### src/rtl/mbyte_add_seq_if.sv
// Bus bundle between mbyte_add_seq and its requester / external 8-bit adder.
// Optional MBYTE_ADD_OVF_EN adds the signed-overflow flag ovf.
interface mbyte_add_seq_if #(
  parameter int NBYTES = 4
);
  logic                  start;
  logic [8*NBYTES-1:0]   a_in;
  logic [8*NBYTES-1:0]   b_in;
  logic                  c_in;
  logic                  busy;
  logic                  done;
  logic [8*NBYTES-1:0]   result;
  logic                  cout;
  logic [7:0]            fa_x;
  logic [7:0]            fa_y;
  logic                  fa_cin;
  logic [7:0]            fa_sum;
  logic                  fa_cout;
`ifdef MBYTE_ADD_OVF_EN
  logic                  ovf;

  modport slave (
    input  start, a_in, b_in, c_in, fa_sum, fa_cout,
    output busy, done, result, cout, fa_x, fa_y, fa_cin, ovf
  );
  modport master (
    output start, a_in, b_in, c_in, fa_sum, fa_cout,
    input  busy, done, result, cout, fa_x, fa_y, fa_cin, ovf
  );
`else
  modport slave (
    input  start, a_in, b_in, c_in, fa_sum, fa_cout,
    output busy, done, result, cout, fa_x, fa_y, fa_cin
  );
  modport master (
    output start, a_in, b_in, c_in, fa_sum, fa_cout,
    input  busy, done, result, cout, fa_x, fa_y, fa_cin
  );
`endif
endinterface

### src/rtl/mbyte_add_seq.sv
// Multi-byte adder controller driving an external 8-bit adder LSB byte first.
// Optional MBYTE_ADD_OVF_EN registers signed overflow alongside cout.
module mbyte_add_seq #(
  parameter int NBYTES = 4
) (
  input logic           clk,
  input logic           rst_n,
  mbyte_add_seq_if.slave bus
);
  localparam int W  = 8 * NBYTES;
  localparam int IW = (NBYTES > 1) ? $clog2(NBYTES) : 1;
  localparam logic [IW-1:0] IDX_LAST = IW'(NBYTES - 1);

  typedef enum logic [1:0] {S_IDLE, S_RUN, S_DONE} state_t;

  state_t         state_q, state_d;
  logic [IW-1:0]  idx_q;
  logic           carry_q;
  logic [W-1:0]   a_q, b_q;
  logic [W-1:0]   result_q;
  logic           cout_q;
  logic           accept;
  logic           last;

  // start is honoured in IDLE and DONE alike, giving back-to-back operation
  assign accept = bus.start && (state_q != S_RUN);
  assign last   = (idx_q == IDX_LAST);

  always_ff @(posedge clk or negedge rst_n) begin
    if (!rst_n) state_q <= S_IDLE;
    else        state_q <= state_d;
  end

  always_comb begin
    state_d = state_q;
    unique case (state_q)
      S_IDLE:  if (accept) state_d = S_RUN;
      S_RUN:   if (last)   state_d = S_DONE;
      S_DONE:  state_d = accept ? S_RUN : S_IDLE;
      default: state_d = S_IDLE;
    endcase
  end

  always_comb begin
    bus.busy   = 1'b0;
    bus.done   = 1'b0;
    bus.fa_x   = '0;
    bus.fa_y   = '0;
    bus.fa_cin = 1'b0;
    unique case (state_q)
      S_RUN: begin
        bus.busy   = 1'b1;
        bus.fa_x   = a_q[8*idx_q +: 8];
        bus.fa_y   = b_q[8*idx_q +: 8];
        bus.fa_cin = carry_q;
      end
      S_DONE:  bus.done = 1'b1;
      default: ;
    endcase
  end

  always_ff @(posedge clk or negedge rst_n) begin
    if (!rst_n) begin
      idx_q    <= '0;
      carry_q  <= 1'b0;
      a_q      <= '0;
      b_q      <= '0;
      result_q <= '0;
      cout_q   <= 1'b0;
    end else if (state_q == S_RUN) begin
      result_q[8*idx_q +: 8] <= bus.fa_sum;
      carry_q                <= bus.fa_cout;
      idx_q                  <= idx_q + IW'(1);
      if (last) cout_q <= bus.fa_cout;
    end else if (accept) begin
      a_q     <= bus.a_in;
      b_q     <= bus.b_in;
      carry_q <= bus.c_in;
      idx_q   <= '0;
    end
  end

  assign bus.result = result_q;
  assign bus.cout   = cout_q;

`ifdef MBYTE_ADD_OVF_EN
  logic ovf_q;

  always_ff @(posedge clk or negedge rst_n) begin
    if (!rst_n) begin
      ovf_q <= 1'b0;
    end else if (state_q == S_RUN && last) begin
      ovf_q <= (a_q[W-1] == b_q[W-1]) && (bus.fa_sum[7] != a_q[W-1]);
    end
  end

  assign bus.ovf = ovf_q;
`endif
endmodule

### src/flat_wrapper.sv
// flat-port wrapper written by rule: the top's interface ports become plain ports
module mbyte_add_seq_flat 
#(
  parameter int NBYTES = 4
)
  (clk, rst_n, bus_start, bus_a_in, bus_b_in, bus_c_in, bus_fa_sum, bus_fa_cout, bus_busy, bus_done, bus_result, bus_cout, bus_fa_x, bus_fa_y, bus_fa_cin);
  mbyte_add_seq_if #(.NBYTES(NBYTES)) bus_i ();
  input logic clk;
  input logic rst_n;
  input wire logic [$bits(bus_i.start)-1:0] bus_start;
  input wire logic [$bits(bus_i.a_in)-1:0] bus_a_in;
  input wire logic [$bits(bus_i.b_in)-1:0] bus_b_in;
  input wire logic [$bits(bus_i.c_in)-1:0] bus_c_in;
  input wire logic [$bits(bus_i.fa_sum)-1:0] bus_fa_sum;
  input wire logic [$bits(bus_i.fa_cout)-1:0] bus_fa_cout;
  output wire logic [$bits(bus_i.busy)-1:0] bus_busy;
  output wire logic [$bits(bus_i.done)-1:0] bus_done;
  output wire logic [$bits(bus_i.result)-1:0] bus_result;
  output wire logic [$bits(bus_i.cout)-1:0] bus_cout;
  output wire logic [$bits(bus_i.fa_x)-1:0] bus_fa_x;
  output wire logic [$bits(bus_i.fa_y)-1:0] bus_fa_y;
  output wire logic [$bits(bus_i.fa_cin)-1:0] bus_fa_cin;
  assign bus_i.start = bus_start;
  assign bus_i.a_in = bus_a_in;
  assign bus_i.b_in = bus_b_in;
  assign bus_i.c_in = bus_c_in;
  assign bus_i.fa_sum = bus_fa_sum;
  assign bus_i.fa_cout = bus_fa_cout;
  assign bus_busy = bus_i.busy;
  assign bus_done = bus_i.done;
  assign bus_result = bus_i.result;
  assign bus_cout = bus_i.cout;
  assign bus_fa_x = bus_i.fa_x;
  assign bus_fa_y = bus_i.fa_y;
  assign bus_fa_cin = bus_i.fa_cin;
  mbyte_add_seq #(.NBYTES(NBYTES)) u_core (.clk(clk), .rst_n(rst_n), .bus(bus_i));
endmodule
### config.mk
export PLATFORM = sky130hd
export DESIGN_NAME = mbyte_add_seq_flat
export DESIGN_NICKNAME = d
export VERILOG_FILES = /design/src/rtl/mbyte_add_seq_if.sv /design/src/rtl/mbyte_add_seq.sv /design/src/flat_wrapper.sv
export SDC_FILE = /design/constraint.sdc
export NUM_CORES = 1
export LEC_CHECK = 0
export ABC_CLOCK_PERIOD_IN_PS = 2970
export CAP_MARGIN = 20
export CORE_UTILIZATION = 49
export DETAILED_ROUTE_END_ITERATION = 8
export PLACE_DENSITY = 0.78
export SYNTH_ARGS = -nofsm -noshare
export SYNTH_HDL_FRONTEND = slang
export SYNTH_SLANG_ARGS = --single-unit
### constraint.sdc
create_clock -name clk -period 2.97 [get_ports clk]
set_clock_uncertainty 0.05 [all_clocks]
set_input_delay 0.4455 -clock clk [delete_from_list [all_inputs] [get_ports clk]]
set_output_delay 0.4455 -clock clk [all_outputs]
set_load 0.1 [all_outputs]
==> results of run 1 <==
-- area by class of cell --
type / instances / area [um^2] / area share
Sequential cell: 102 / 2550 / 0.398
Multi-Input combinational cell: 239 / 2070 / 0.322
Timing Repair Buffer: 133 / 1420 / 0.222
Tap cell: 129 / 161 / 0.0252
Clock buffer: 9 / 124 / 0.0193
Clock inverter: 7 / 77.6 / 0.0121
Inverter: 2 / 7.51 / 0.00117
-- worst register-to-register path: stages, from the launching register on --
cell	delay, ns
dfrtp_2	0.72
inv_1	0.18
ha_1	0.45
nor4bb_1	0.39
buf_4	0.22
nand2_1	0.06
o21ai_0	0.16
-- metrics by stage --
stage | instances | setup WS (ns)
CTS | 621 | 0.365
floorplan | 363 | -0.242
detailed placement | 605 | 0.699
global route | 621 | 0.284
global placement | 605 | 0.796
finish | 621 | 0.394
-- cell families (layout without fill, tap and decap cells) --
family          after synthesis  in the layout
mux                          99             99
buf+inv                      22            151
flops                       102            102
compound gates               51             51
simple gates                 83             83
fa+ha+maj                     6              6
-- cell usage in the layout, fill, tap and decap left out, types with 3 or more instances in the layout --
| cell type | n |
|---|---|
| dfrtp_1 | 101 |
| clkdlybuf4s50_1 | 75 |
| nand2_1 | 66 |
| mux2_4 | 60 |
| buf_4 | 39 |
| o21ai_0 | 34 |
| mux2i_1 | 33 |
| buf_12 | 19 |
| o22ai_1 | 16 |
| clkbuf_8 | 9 |
| mux2_2 | 6 |
| ha_1 | 6 |
| nand3b_1 | 4 |
| inv_6 | 3 |
-- registers in the layout, indices dropped and copies added, names as in the netlist --
name / cells
u_core.carry_q: 1
u_core.idx_q: 2
u_core.bus.cout: 1
u_core.a_q: 32
u_core.bus.result: 32
u_core.state_q: 2
u_core.b_q: 32
-- per-layer routing --
| metal | wire length [um] | vias up |
|---|---|---|
| met5 | 0 | - |
| met4 | 84 | 0 |
| met3 | 677 | 8 |
| met2 | 4670 | 112 |
| met1 | 4630 | 1536 |
| li1 | - | 1511 |
-- worst paths after layout --
path | slack, ns | start | end | cells after the start
worst max-delay path | 0.39 | u_core.state_q[0] | bus_fa_y[3] | 4
worst min-delay path | 0.15 | rst_n | u_core.a_q[23] | 1
worst max register to register | 0.65 | u_core.idx_q[1] | u_core.bus.result[13] | 6
worst min register to register | 0.44 | u_core.bus.result[1] | u_core.bus.result[1] | 2
max in group asynchronous | 2.04 | rst_n | u_core.a_q[15] | 2
min in group clk | 0.44 | u_core.bus.result[1] | u_core.bus.result[1] | 2
==> run metrics, run 1 <==
WL final=10100 um; die width=101 um; synthesized area=0.00484 mm^2; Critical-path top delay cell=dfrtp_1; via/cell ratio=5.10; crit start category=flip-flop; Sink Count=102; Post-Synth Simple-Gate Area=0.0864; met1 GRT Util=0.291; GR Overflow Total=0; synthesis-to-finish area growth=32.6%; RSZ-0062 raised after global routing=no; first-pass GRT wire length=16700 um; Detail Placement HPWL=7340 um; critical path data arrival time=2.08 ns; Slew headroom=0.423; H-tree lvl count=3; gr usage total=0.211; die area=0.0103 mm^2; fin crit share=0.867; mux contribution to synthesized area=0.268; Starting DRT DRC Count=87; Synth area leaders=dfrtp_1 (53%), mux2_4 (19%), mux2i_1 (6.8%); vias in the first global route=3338; initial antenna violation count=0; row count=35; antenna cells=0; busiest grt layer=met2; Final Max Tran Viols=0; Post-Synth XOR/XNOR Area=0; Mapped Cells=363; CTS buffer count=9; Fin Hold WS=0.150 ns; Post-CTS Setup Inserts=0; Avg Inst Size Synth=13.3 um^2; FF+latch count, synth=102; syn nets=446; ys async rst share=1.00; Core Util, Final=0.682; fin crit period=2.58 ns; DR WL/cell=16.2 um; Yosys warning count=0; sequential share of the synthesized area=0.528; Setup Total Neg Slack=0 ns; Distinct cells, synth=27; Hold Fails Final Rpt=0; fillers=688; GRT met3 Usage=0.0511; worst slew pin tran=0.865 ns; CTS max path bufs=2; crit path capture type=primary output; crit path max fanout=16; Setup Viol. Count Final=0; CP required=2.47 ns; count leader, synth=dfrtp_1; worst-path cell chain=nor2b_4 -> nand2_2 -> o22ai_1 -> buf_12; f_max=388 MHz; CTS root buf=clkbuf_8; drt pass-1 iters=4; share of post-route cells with drive strength above 1=0.301; nets@finish=570; worst min path class=in -> async; core area=0.00942 mm^2; commonest cells in the netlist=dfrtp_1 (102), nand2_1 (66), mux2_4 (60); post-CTS sizing=0; design area=0.00642 mm^2; Post-Synth Adder-Cell Area=0.0155; Crit path largest cell delay=0.47 ns; drt drc=0; Post-DRT Antenna Nets=0; number of synthesized flops with an enable pin=0; hold-fix buffers at CTS=0; GR Util met2=0.337; status=finished clean; largest net degree at the start of global routing=70; RD Place Congestion=0.808; die height=101 um; Initial Util=0.514; I/O Buffers=128; largest family of logic cells by synthesized area=multiplexers; compound-cell area share of the yosys netlist=0.0574; path type of the worst setup path=reg -> out; clock latency at the later pin of the worst-skew pair=0.36 ns; TritonCTS clock tree=done; CP Buf/Inv Count=1; CTS clk-pin slew, worst paths=0.11 ns; cell family with the largest share of critical-path delay=simple AND/OR/NAND/NOR gates; Synth top area share=0.528; area leader, netlist=dfrtp_1; ys flop type=dfrtp_1; max-cap viol count=0; placed instance area=0.00622 mm^2; vias=3167; Boundary Pins=129
Power of run 1 is not shown: default switching activity piles up to over one toggle a cycle in this logic, so the estimate is an artifact.
==> run 2, diff against run 1 <==
CORE_ASPECT_RATIO = 2   (was default)
==> run 2 against run 1 <==
Effect of this change:
- first-iteration DRC count rose by 98%
- non-clock buffer count did not move
- critical path depth stayed put
- maximum frequency down 1.5%
==> run metrics, run 2 (synthesis results as in run 1) <==
Starting DRT DRC Count=172; row count=51; CP required=2.47 ns; drt pass-1 iters=4; Post-DRT Antenna Nets=0; crit start category=flip-flop; initial antenna violation count=0; gr usage total=0.215; RD Place Congestion=0.806; final worst-path setup slack=0.354 ns; Setup WS pre-CTS=0.652 ns; share of post-route cells with drive strength above 1=0.301; RSZ-0062 raised after global routing=no; via/cell ratio=5.15; vias in the first global route=3403; TritonCTS clock tree=done; Boundary Pins=129; Initial Util=0.502; vias=3214; CTS root buf=clkbuf_16; Setup Viol. Count Final=0; crit path max fanout=16; worst min path class=in -> async; Setup Total Neg Slack=0 ns; die area=0.0103 mm^2; antenna cells=0; Detail Placement HPWL=7580 um; Final Non-Filler Cells=624; GR Overflow Total=0; met1 GRT Util=0.255; GRT met3 Usage=0.0354; fin crit share=0.881; f_max=382 MHz; post-CTS sizing=0; critical path data arrival time=2.12 ns; Final Max Tran Viols=0; fin crit period=2.62 ns; WL final=10300 um; DR WL/cell=16.5 um; CTS buffer count=9; hold-fix buffers at CTS=0; die height=143 um; synthesis-to-finish area growth=34.9%; crit path capture type=primary output; die width=72.3 um; busiest grt layer=met2; status=finished clean; path type of the worst setup path=reg -> out; Fin Hold WS=0.0169 ns; Hold Fails Final Rpt=0; max-cap viol count=0; CTS max path bufs=2; Slew headroom=0.635; GR Util met2=0.352; largest net degree at the start of global routing=65; most common cell after layout, fill and taps aside=dfrtp_1; Cells after DPL=608; fillers=722; H-tree lvl count=3; nets@finish=570; Sink Count=102; core area=0.00964 mm^2; clock latency at the later pin of the worst-skew pair=0.35 ns; CTS clk-pin slew, worst paths=0.07 ns; worst slew pin tran=0.548 ns; commonest non-fill, non-tap cells in the layout=dfrtp_1 (101), clkdlybuf4s50_1 (75), nand2_1 (66); I/O Buffers=128; Post-CTS Setup Inserts=0; first-pass GRT wire length=16600 um; drt drc=0
run 2: layout make-up:
type | count | area [um^2] | area share
inverters | 2 | 7.51 | 0.00115
multi-input cells | 239 | 2070 | 0.317
well taps | 132 | 165 | 0.0253
clock buffers | 9 | 225 | 0.0345
flip-flops and latches | 102 | 2550 | 0.391
repair buffers | 133 | 1420 | 0.218
clock inverters | 7 | 80.1 | 0.0123
run 2: critical path: stages, from the launching register on:
cell     delay, ns
dfrtp_1       0.46
nor2b_4       0.32
nand2_2       0.30
o22ai_1       0.45
buf_12        0.23
run 2: stage by stage:
stage,area (um^2),utilization
after CTS,6530,0.677
after global placement,6220,0.646
after detailed placement,6220,0.646
after floorplan,4840,-
final,6530,0.677
after global routing,6530,0.677
run 2: final timing paths:
kind | startpoint | to | slack (ns) | depth (start not counted)
min in group clk | u_core.bus.result[17] | u_core.bus.result[17] | 0.43 | 2
hold reg to reg | u_core.bus.result[17] | u_core.bus.result[17] | 0.43 | 2
setup / recovery | u_core.state_q[0] | bus_fa_x[0] | 0.35 | 4
hold / removal | rst_n | u_core.bus.result[22] | 0.02 | 1
setup reg to reg | u_core.idx_q[1] | u_core.bus.result[13] | 0.71 | 6
max in group asynchronous | rst_n | u_core.a_q[12] | 2.15 | 2
run 2: routing by layer:
layer  vias up  share of wire  wire (um)
met5         -              0          0
met4         0          0.054        557
met3        34          0.046        478
met2       122           0.52       5310
met1      1548           0.38       3960
li1       1510              -          -
Power of run 2 is left out for the same reason.
